### config.mk
export PLATFORM = sky130hd
export DESIGN_NAME = alarm_set_ctrl
export DESIGN_NICKNAME = d
export VERILOG_FILES = /design/src/rtl/alarm_pkg.sv /design/src/rtl/mod_counter.sv /design/src/rtl/alarm_set_ctrl.sv
export SDC_FILE = /design/constraint.sdc
export NUM_CORES = 1
export LEC_CHECK = 0
export CAP_MARGIN = 40
export CORE_ASPECT_RATIO = 0.5
export CORE_UTILIZATION = 35
export CTS_BUF_LIST = sky130_fd_sc_hd__clkbuf_8
export CTS_CLUSTER_DIAMETER = 60
export CTS_CLUSTER_SIZE = 14
export DETAILED_ROUTE_END_ITERATION = 8
export SYNTH_ARGS = -nofsm -noshare
export SYNTH_HDL_FRONTEND = slang
export SYNTH_SLANG_ARGS = --single-unit
export TNS_END_PERCENT = 20
### constraint.sdc
create_clock -name Clock -period 6.6 [get_ports Clock]
set_clock_uncertainty 0.2 [all_clocks]
set_input_delay 1.32 -clock Clock [delete_from_list [all_inputs] [get_ports Clock]]
set_output_delay 1.32 -clock Clock [all_outputs]
set_load 0.02 [all_outputs]
### src/rtl/alarm_pkg.sv
// Shared constants and types for the alarm clock time-setting controller.
// Latency: n/a (declarations only).
// Backpressure: n/a.
package alarm_pkg;

    // Field widths of the time and alarm outputs
    localparam int HR_W  = 5;
    localparam int MIN_W = 6;
    localparam int SEC_W = 6;

    // Largest legal value of each field
    localparam int MAX_HR  = 23;
    localparam int MAX_MIN = 59;
    localparam int MAX_SEC = 59;

    // Alarm time loaded by reset (06:00)
    localparam int ALM_HR_RST  = 6;
    localparam int ALM_MIN_RST = 0;

    // Mode encoding; the Mode output carries these values directly
    typedef enum logic [2:0] {
        ST_RUN     = 3'd0,
        ST_SET_HR  = 3'd1,
        ST_SET_MIN = 3'd2,
        ST_ALM_HR  = 3'd3,
        ST_ALM_MIN = 3'd4
    } state_e;

    // One step around the mode ring; unknown encodings fall back to RUN
    function automatic state_e next_mode(input state_e cur);
        case (cur)
            ST_RUN:     next_mode = ST_SET_HR;
            ST_SET_HR:  next_mode = ST_SET_MIN;
            ST_SET_MIN: next_mode = ST_ALM_HR;
            ST_ALM_HR:  next_mode = ST_ALM_MIN;
            default:    next_mode = ST_RUN;
        endcase
    endfunction

endpackage

### src/rtl/mod_counter.sv
// Modulo-MODULUS up-counter with a loadable reset value and a carry-out.
// Latency: Value updates one cycle after Inc; Wrap is combinational with Inc.
// Backpressure: none; every Inc pulse is taken.
module mod_counter #(
    parameter int MODULUS   = 60,
    parameter int WIDTH     = 6,
    parameter int RESET_VAL = 0
) (
    input  logic             Clock,
    input  logic             Clear,
    input  logic             Inc,
    output logic [WIDTH-1:0] Value,
    output logic             Wrap
);

    localparam logic [WIDTH-1:0] LAST = WIDTH'(MODULUS - 1);
    localparam logic [WIDTH-1:0] RSTV = WIDTH'(RESET_VAL);

    logic [WIDTH-1:0] value_q;
    logic [WIDTH-1:0] value_d;
    logic             at_last;

    // Anything at or above the last legal value rolls to zero, so the
    // counter can never leave its legal range
    assign at_last = (value_q >= LAST);

    // Next value: hold, or step with wrap to zero
    always_comb begin
        value_d = value_q;
        if (Inc) begin
            value_d = at_last ? '0 : value_q + 1'b1;
        end
    end

    // Counter register with synchronous active-low clear
    always_ff @(posedge Clock) begin
        if (!Clear) begin
            value_q <= RSTV;
        end else begin
            value_q <= value_d;
        end
    end

    assign Value = value_q;
    assign Wrap  = Inc && at_last;

endmodule

### src/rtl/alarm_set_ctrl.sv
// Alarm clock: running time, button-driven set modes, alarm match and ring timer.
// Latency: every output is registered and reflects inputs one cycle later.
// Backpressure: none; Tick and button pulses are consumed in the cycle they arrive.
module alarm_set_ctrl
    import alarm_pkg::*;
#(
    parameter int RING_SECS = 60
) (
    input  logic             Clock,
    input  logic             Clear,
    input  logic             Tick,
    input  logic             Btn_mode,
    input  logic             Btn_inc,
    input  logic             Alarm_en,
    output logic [2:0]       Mode,
    output logic [HR_W-1:0]  Hours,
    output logic [MIN_W-1:0] Minutes,
    output logic [SEC_W-1:0] Seconds,
    output logic [HR_W-1:0]  Alm_hours,
    output logic [MIN_W-1:0] Alm_minutes,
    output logic             Ring
);

    localparam int RC_W = $clog2(RING_SECS + 1);
    localparam logic [RC_W-1:0] RING_LAST = RC_W'(RING_SECS);

    state_e state_q;
    state_e state_d;

    logic            ring_q;
    logic            ring_d;
    logic [RC_W-1:0] ring_cnt_q;
    logic [RC_W-1:0] ring_cnt_d;
    logic [RC_W-1:0] ring_cnt_inc;

    logic inc_eff;
    logic run_mode;
    logic in_set_hr;
    logic in_set_min;
    logic in_alm_hr;
    logic in_alm_min;
    logic stop_pulse;

    logic sec_inc;
    logic min_inc;
    logic hr_inc;
    logic alm_hr_inc;
    logic alm_min_inc;
    logic sec_zero;
    logic sec_clear_n;

    logic sec_wrap;
    logic min_wrap;
    logic hr_wrap;
    logic unused_alm_hr_wrap;
    logic unused_alm_min_wrap;

    logic [MIN_W-1:0] min_next;
    logic [HR_W-1:0]  hr_next;
    logic             match;

    // Mode register
    always_ff @(posedge Clock) begin
        if (!Clear) begin
            state_q <= ST_RUN;
        end else begin
            state_q <= state_d;
        end
    end

    // Mode advances one step per Btn_mode pulse
    always_comb begin
        state_d = state_q;
        if (Btn_mode) begin
            state_d = next_mode(state_q);
        end
    end

    assign Mode = state_q;

    // A mode press in the same cycle swallows the increment
    assign inc_eff    = Btn_inc && !Btn_mode;
    assign in_set_hr  = (state_q == ST_SET_HR);
    assign in_set_min = (state_q == ST_SET_MIN);
    assign in_alm_hr  = (state_q == ST_ALM_HR);
    assign in_alm_min = (state_q == ST_ALM_MIN);
    assign run_mode   = !in_set_hr && !in_set_min;
    assign stop_pulse = Btn_mode || Btn_inc;

    // Time advances on Tick only outside the set modes. Carries from the
    // set-mode increments are never fed forward, so setting minutes cannot
    // disturb hours.
    assign sec_inc     = run_mode && Tick;
    assign min_inc     = (run_mode && Tick && sec_wrap) || (in_set_min && inc_eff);
    assign hr_inc      = (run_mode && Tick && min_wrap) || (in_set_hr && inc_eff);
    assign alm_hr_inc  = in_alm_hr && inc_eff;
    assign alm_min_inc = in_alm_min && inc_eff;

    // Setting minutes restarts the second count from zero; done by pulsing
    // the seconds counter's clear
    assign sec_zero    = in_set_min && inc_eff;
    assign sec_clear_n = Clear && !sec_zero;

    mod_counter #(.MODULUS(MAX_SEC + 1), .WIDTH(SEC_W), .RESET_VAL(0)) u_sec (
        .Clock (Clock),
        .Clear (sec_clear_n),
        .Inc   (sec_inc),
        .Value (Seconds),
        .Wrap  (sec_wrap)
    );

    mod_counter #(.MODULUS(MAX_MIN + 1), .WIDTH(MIN_W), .RESET_VAL(0)) u_min (
        .Clock (Clock),
        .Clear (Clear),
        .Inc   (min_inc),
        .Value (Minutes),
        .Wrap  (min_wrap)
    );

    mod_counter #(.MODULUS(MAX_HR + 1), .WIDTH(HR_W), .RESET_VAL(0)) u_hr (
        .Clock (Clock),
        .Clear (Clear),
        .Inc   (hr_inc),
        .Value (Hours),
        .Wrap  (hr_wrap)
    );

    mod_counter #(.MODULUS(MAX_HR + 1), .WIDTH(HR_W), .RESET_VAL(ALM_HR_RST)) u_alm_hr (
        .Clock (Clock),
        .Clear (Clear),
        .Inc   (alm_hr_inc),
        .Value (Alm_hours),
        .Wrap  (unused_alm_hr_wrap)
    );

    mod_counter #(.MODULUS(MAX_MIN + 1), .WIDTH(MIN_W), .RESET_VAL(ALM_MIN_RST)) u_alm_min (
        .Clock (Clock),
        .Clear (Clear),
        .Inc   (alm_min_inc),
        .Value (Alm_minutes),
        .Wrap  (unused_alm_min_wrap)
    );

    // Time the current Tick is about to produce; only meaningful when the
    // seconds are wrapping, which is the only case that can land on hh:mm:00
    always_comb begin
        min_next = min_wrap ? '0 : Minutes + 1'b1;
        hr_next  = Hours;
        if (min_wrap) begin
            hr_next = hr_wrap ? '0 : Hours + 1'b1;
        end
    end

    assign match = run_mode && Tick && Alarm_en && sec_wrap &&
                   (min_next == Alm_minutes) && (hr_next == Alm_hours);

    assign ring_cnt_inc = ring_cnt_q + 1'b1;

    // Ring control: disarm or a button press stops it, a match (re)starts
    // the count, otherwise count ticks until the ring period expires.
    // Dropping Alarm_en silences the bell on the very next edge.
    always_comb begin
        ring_d     = ring_q;
        ring_cnt_d = ring_cnt_q;
        if (!Alarm_en || stop_pulse) begin
            ring_d     = 1'b0;
            ring_cnt_d = '0;
        end else if (match) begin
            ring_d     = 1'b1;
            ring_cnt_d = '0;
        end else if (ring_q && Tick) begin
            if (ring_cnt_inc == RING_LAST) begin
                ring_d     = 1'b0;
                ring_cnt_d = '0;
            end else begin
                ring_cnt_d = ring_cnt_inc;
            end
        end
    end

    // Ring state registers
    always_ff @(posedge Clock) begin
        if (!Clear) begin
            ring_q     <= 1'b0;
            ring_cnt_q <= '0;
        end else begin
            ring_q     <= ring_d;
            ring_cnt_q <= ring_cnt_d;
        end
    end

    assign Ring = ring_q;

endmodule

==> impl_metrics.tcl <==
set metrics [dict create \
    status "completed" \
    p_sw_mw 0.112 \
    drtPass1Iterations 4 \
    p_clk_share_pct 41.9 \
    yosysSeqAreaShare_pct 32.2 \
    boundaryPins 38 \
    die-width_um 118 \
    synth_top_cell_by_area "dfxtp_1" \
    final_nets 337 \
    fmax_ghz 0.254 \
    drive_gt1_share_pct 4.91 \
    gp_congestion 0.855 \
    synth_xor_xnor_area_share_pct 8.16 \
    utilization_pct 45.7 \
    hold_buffers 0 \
    crit_chain "clkdlybuf4s50_1 > nand3b_1 > or3_1 > a21oi_4 > mux2i_1 > a311oi_1 > nand4_1 > o21ai_2 > nor2_1" \
    cts_resized 0 \
    start_util_pct 37.6 \
    die_y_um 60.1 \
    cp.arrival_ns 3.91 \
    hold_violations 0 \
    internal-power_mw 0.362 \
    cts_tree "yes" \
    grt_max_degree 23 \
    port_buffers 37 \
    hpwl_um 4340 \
    synth_simple_gate_area_share_pct 26.4 \
    synth_top_family_by_area "simple AND/OR/NAND/NOR gates" \
    fp.dieArea_mm2 0.00710 \
    postCtsSetupRepairBufs 0 \
    yosys.area.top_type_share_pct 32.2 \
    syn_to_final_growth_pct 21.6 \
    rows 20 \
    insertion_delay_ns 0.30 \
    cts.sinks 38 \
    synth_common_cells "38 x dfxtp_1, 36 x nor2_1, 31 x nand2_1" \
    route.detailed.drc 0 \
    wire_per_inst_um 14.4 \
    finalWirelength_um 5970 \
    viasPerCell 5.22 \
    leakage_nw 0.972 \
    synth_nets 308 \
    cp_slowest_cell "clkdlybuf4s50_1" \
    synth.most_common_cell "dfxtp_1" \
    core_area_mm2 0.00628 \
    critical_path_buf_inv_count 1 \
    min_path_type "register to register" \
    postSynthCellCount 296 \
    setup_violations 0 \
    h-tree-depth 2 \
    max_stage_delay_ns 0.53 \
    cp_top_family "compound AO/OA/AOI/OAI gates" \
    finalSetupTns_ns 0 \
    ir_drop_mv 0.0810 \
    grt_pass1_wl_um 9590 \
    async_flop_share_pct 0 \
    clkTransAtPathRegs_ns 0.07 \
    synthTopCellsByArea "dfxtp_1 32%, nor2_1 5.7%, nand2_1 4.9%" \
    min_period_over_period_pct 59.6 \
    setup.worst_path.start_class "primary input" \
    grt_usage_pct 17.3 \
    yosysWarnings 0 \
    grt_overflow 0 \
    antenna_found_initial 0 \
    grt_pass1_vias 1998 \
    synthMuxAreaShare_pct 2.12 \
    crit_type "primary input to register" \
    vias 2162 \
    seqPwrFrac_pct 50.1 \
    maxCapViolations 0 \
    synth-adder-area-share_pct 3.18 \
    tightest_slew_ns 0.780 \
    syn-cell-area_mm2 0.00236 \
    p_per_area_mw_per_mm2 165 \
    antenna_cells 0 \
    synth-edff-count 0 \
    worstSetupEndpointType "register" \
    required_ns 6.57 \
    p_sw_share_pct 23.6 \
    synthDistinctLibCells 53 \
    synth_top_flop_cell "dfxtp_1" \
    slew_viol_final 0 \
    drt_iter0_markers 132 \
    rsz0062_at_grt "no" \
    cts_buffers 5 \
    post-route-min-period_ns 3.93 \
    clockRootBuffer "clkbuf_8" \
    worst_slew_margin_rel_pct 47.8 \
    postRouteAntennaNets 0 \
    synth.avg_cell_area_um2 7.98 \
    synth-seq-cells 38 \
    cts_buffer_depth 2 \
    cp_max_fo 12 \
    synth_compound_area_share_pct 23.1 \
    p_comb_share_pct 8.0 \
]
[worst paths after layout]
path / startpoint / end / slack, ns / cells after the start
max: Btn_mode / ring_cnt_q[3]$_SDFFE_PP0P_ / 2.67 / 9
min: ring_cnt_q[1]$_SDFFE_PP0P_ / ring_cnt_q[1]$_SDFFE_PP0P_ / 0.28 / 2
max reg2reg: u_hr.Value[0]$_SDFFE_PN0N_ / ring_cnt_q[3]$_SDFFE_PP0P_ / 3.57 / 9
min reg2reg: ring_cnt_q[1]$_SDFFE_PP0P_ / ring_cnt_q[1]$_SDFFE_PP0P_ / 0.28 / 2
[worst min-delay path, cell delays in order (launching register included)]
cell     delay [ns]
dfxtp_1        0.33
nand2_1        0.06
a21oi_1        0.05
[flip-flops by register name, summed over array words and instances (netlist names)]
register / count
Ring: 1
u_alm_hr.Value: 5
ring_cnt_q: 6
u_sec.Value: 6
u_alm_min.Value: 6
u_hr.Value: 5
Mode: 3
u_min.Value: 6
[power groups by stage]
stage	Clock (mW)	Sequential (mW)	Combinational, mW
3_5_place_dp	0	0.243	0.0379
2_1_floorplan	0	0.245	0.0214
6_report	0.198	0.238	0.0379
5_1_grt	0.214	0.238	0.0417
4_1_cts	0.204	0.238	0.0380
3_3_place_gp	0	0.243	0.0377
[per-stage QoR]
step                      cells  cell area, um^2  hold WS (ns)  worst slack [ns]  total power, mW
final                       414             2870         0.282              2.67            0.474
after detailed placement    406             2760         0.274              2.41            0.281
after CTS                   414             2870         0.284              2.71            0.479
after global placement      406             2760         0.263              2.54            0.280
after global routing        414             2870         0.315              2.51            0.494
after floorplan             296             2360         0.254              3.20            0.267
[per-layer routing]
layer	up-vias	global-route usage [%]	wire length, um
met5	-	0	0
met4	0	5.49	53
met3	6	3.72	266
met2	45	28.1	2520
met1	1002	23.3	3120
li1	1109	-	-
[cells in the final DEF (no fill, tap or decap), types with 3 or more instances in the layout]
cell / instances
dfxtp_1: 38
clkdlybuf4s50_1: 37
nor2_1: 36
nand2_1: 31
a21oi_1: 18
o21ai_0: 15
xor2_1: 12
nand3_1: 11
xnor2_1: 10
and2_1: 8
inv_1: 8
nor2b_1: 7
a21boi_0: 7
nand4_1: 6
ha_1: 6
o21a_1: 5
mux2i_1: 5
nor3_1: 5
nand2b_1: 5
clkbuf_8: 5
a31oi_1: 4
or3_1: 3
nor3b_1: 3
[cell type report]
cell class | count | area [um^2]
Clock buffer | 5 | 68.8
Sequential cell | 38 | 761
Multi-Input combinational cell | 235 | 1490
Inverter | 8 | 30.0
Tap cell | 88 | 110
Timing Repair Buffer | 37 | 370
Fill cell | 609 | 3410
Clock inverter | 3 | 45.0
[cell families (layout without fill, tap and decap cells)]
family | count (synthesis) | after routing
AO/OA/AOI/OAI | 76 | 76
XOR/XNOR | 22 | 22
adder cells (fa/ha/maj) | 6 | 6
buffers and inverters | 23 | 53
flip-flops | 38 | 38
multiplexers | 5 | 5
AND/OR/NAND/NOR | 126 | 126
(Power assumes the default switching activity.)
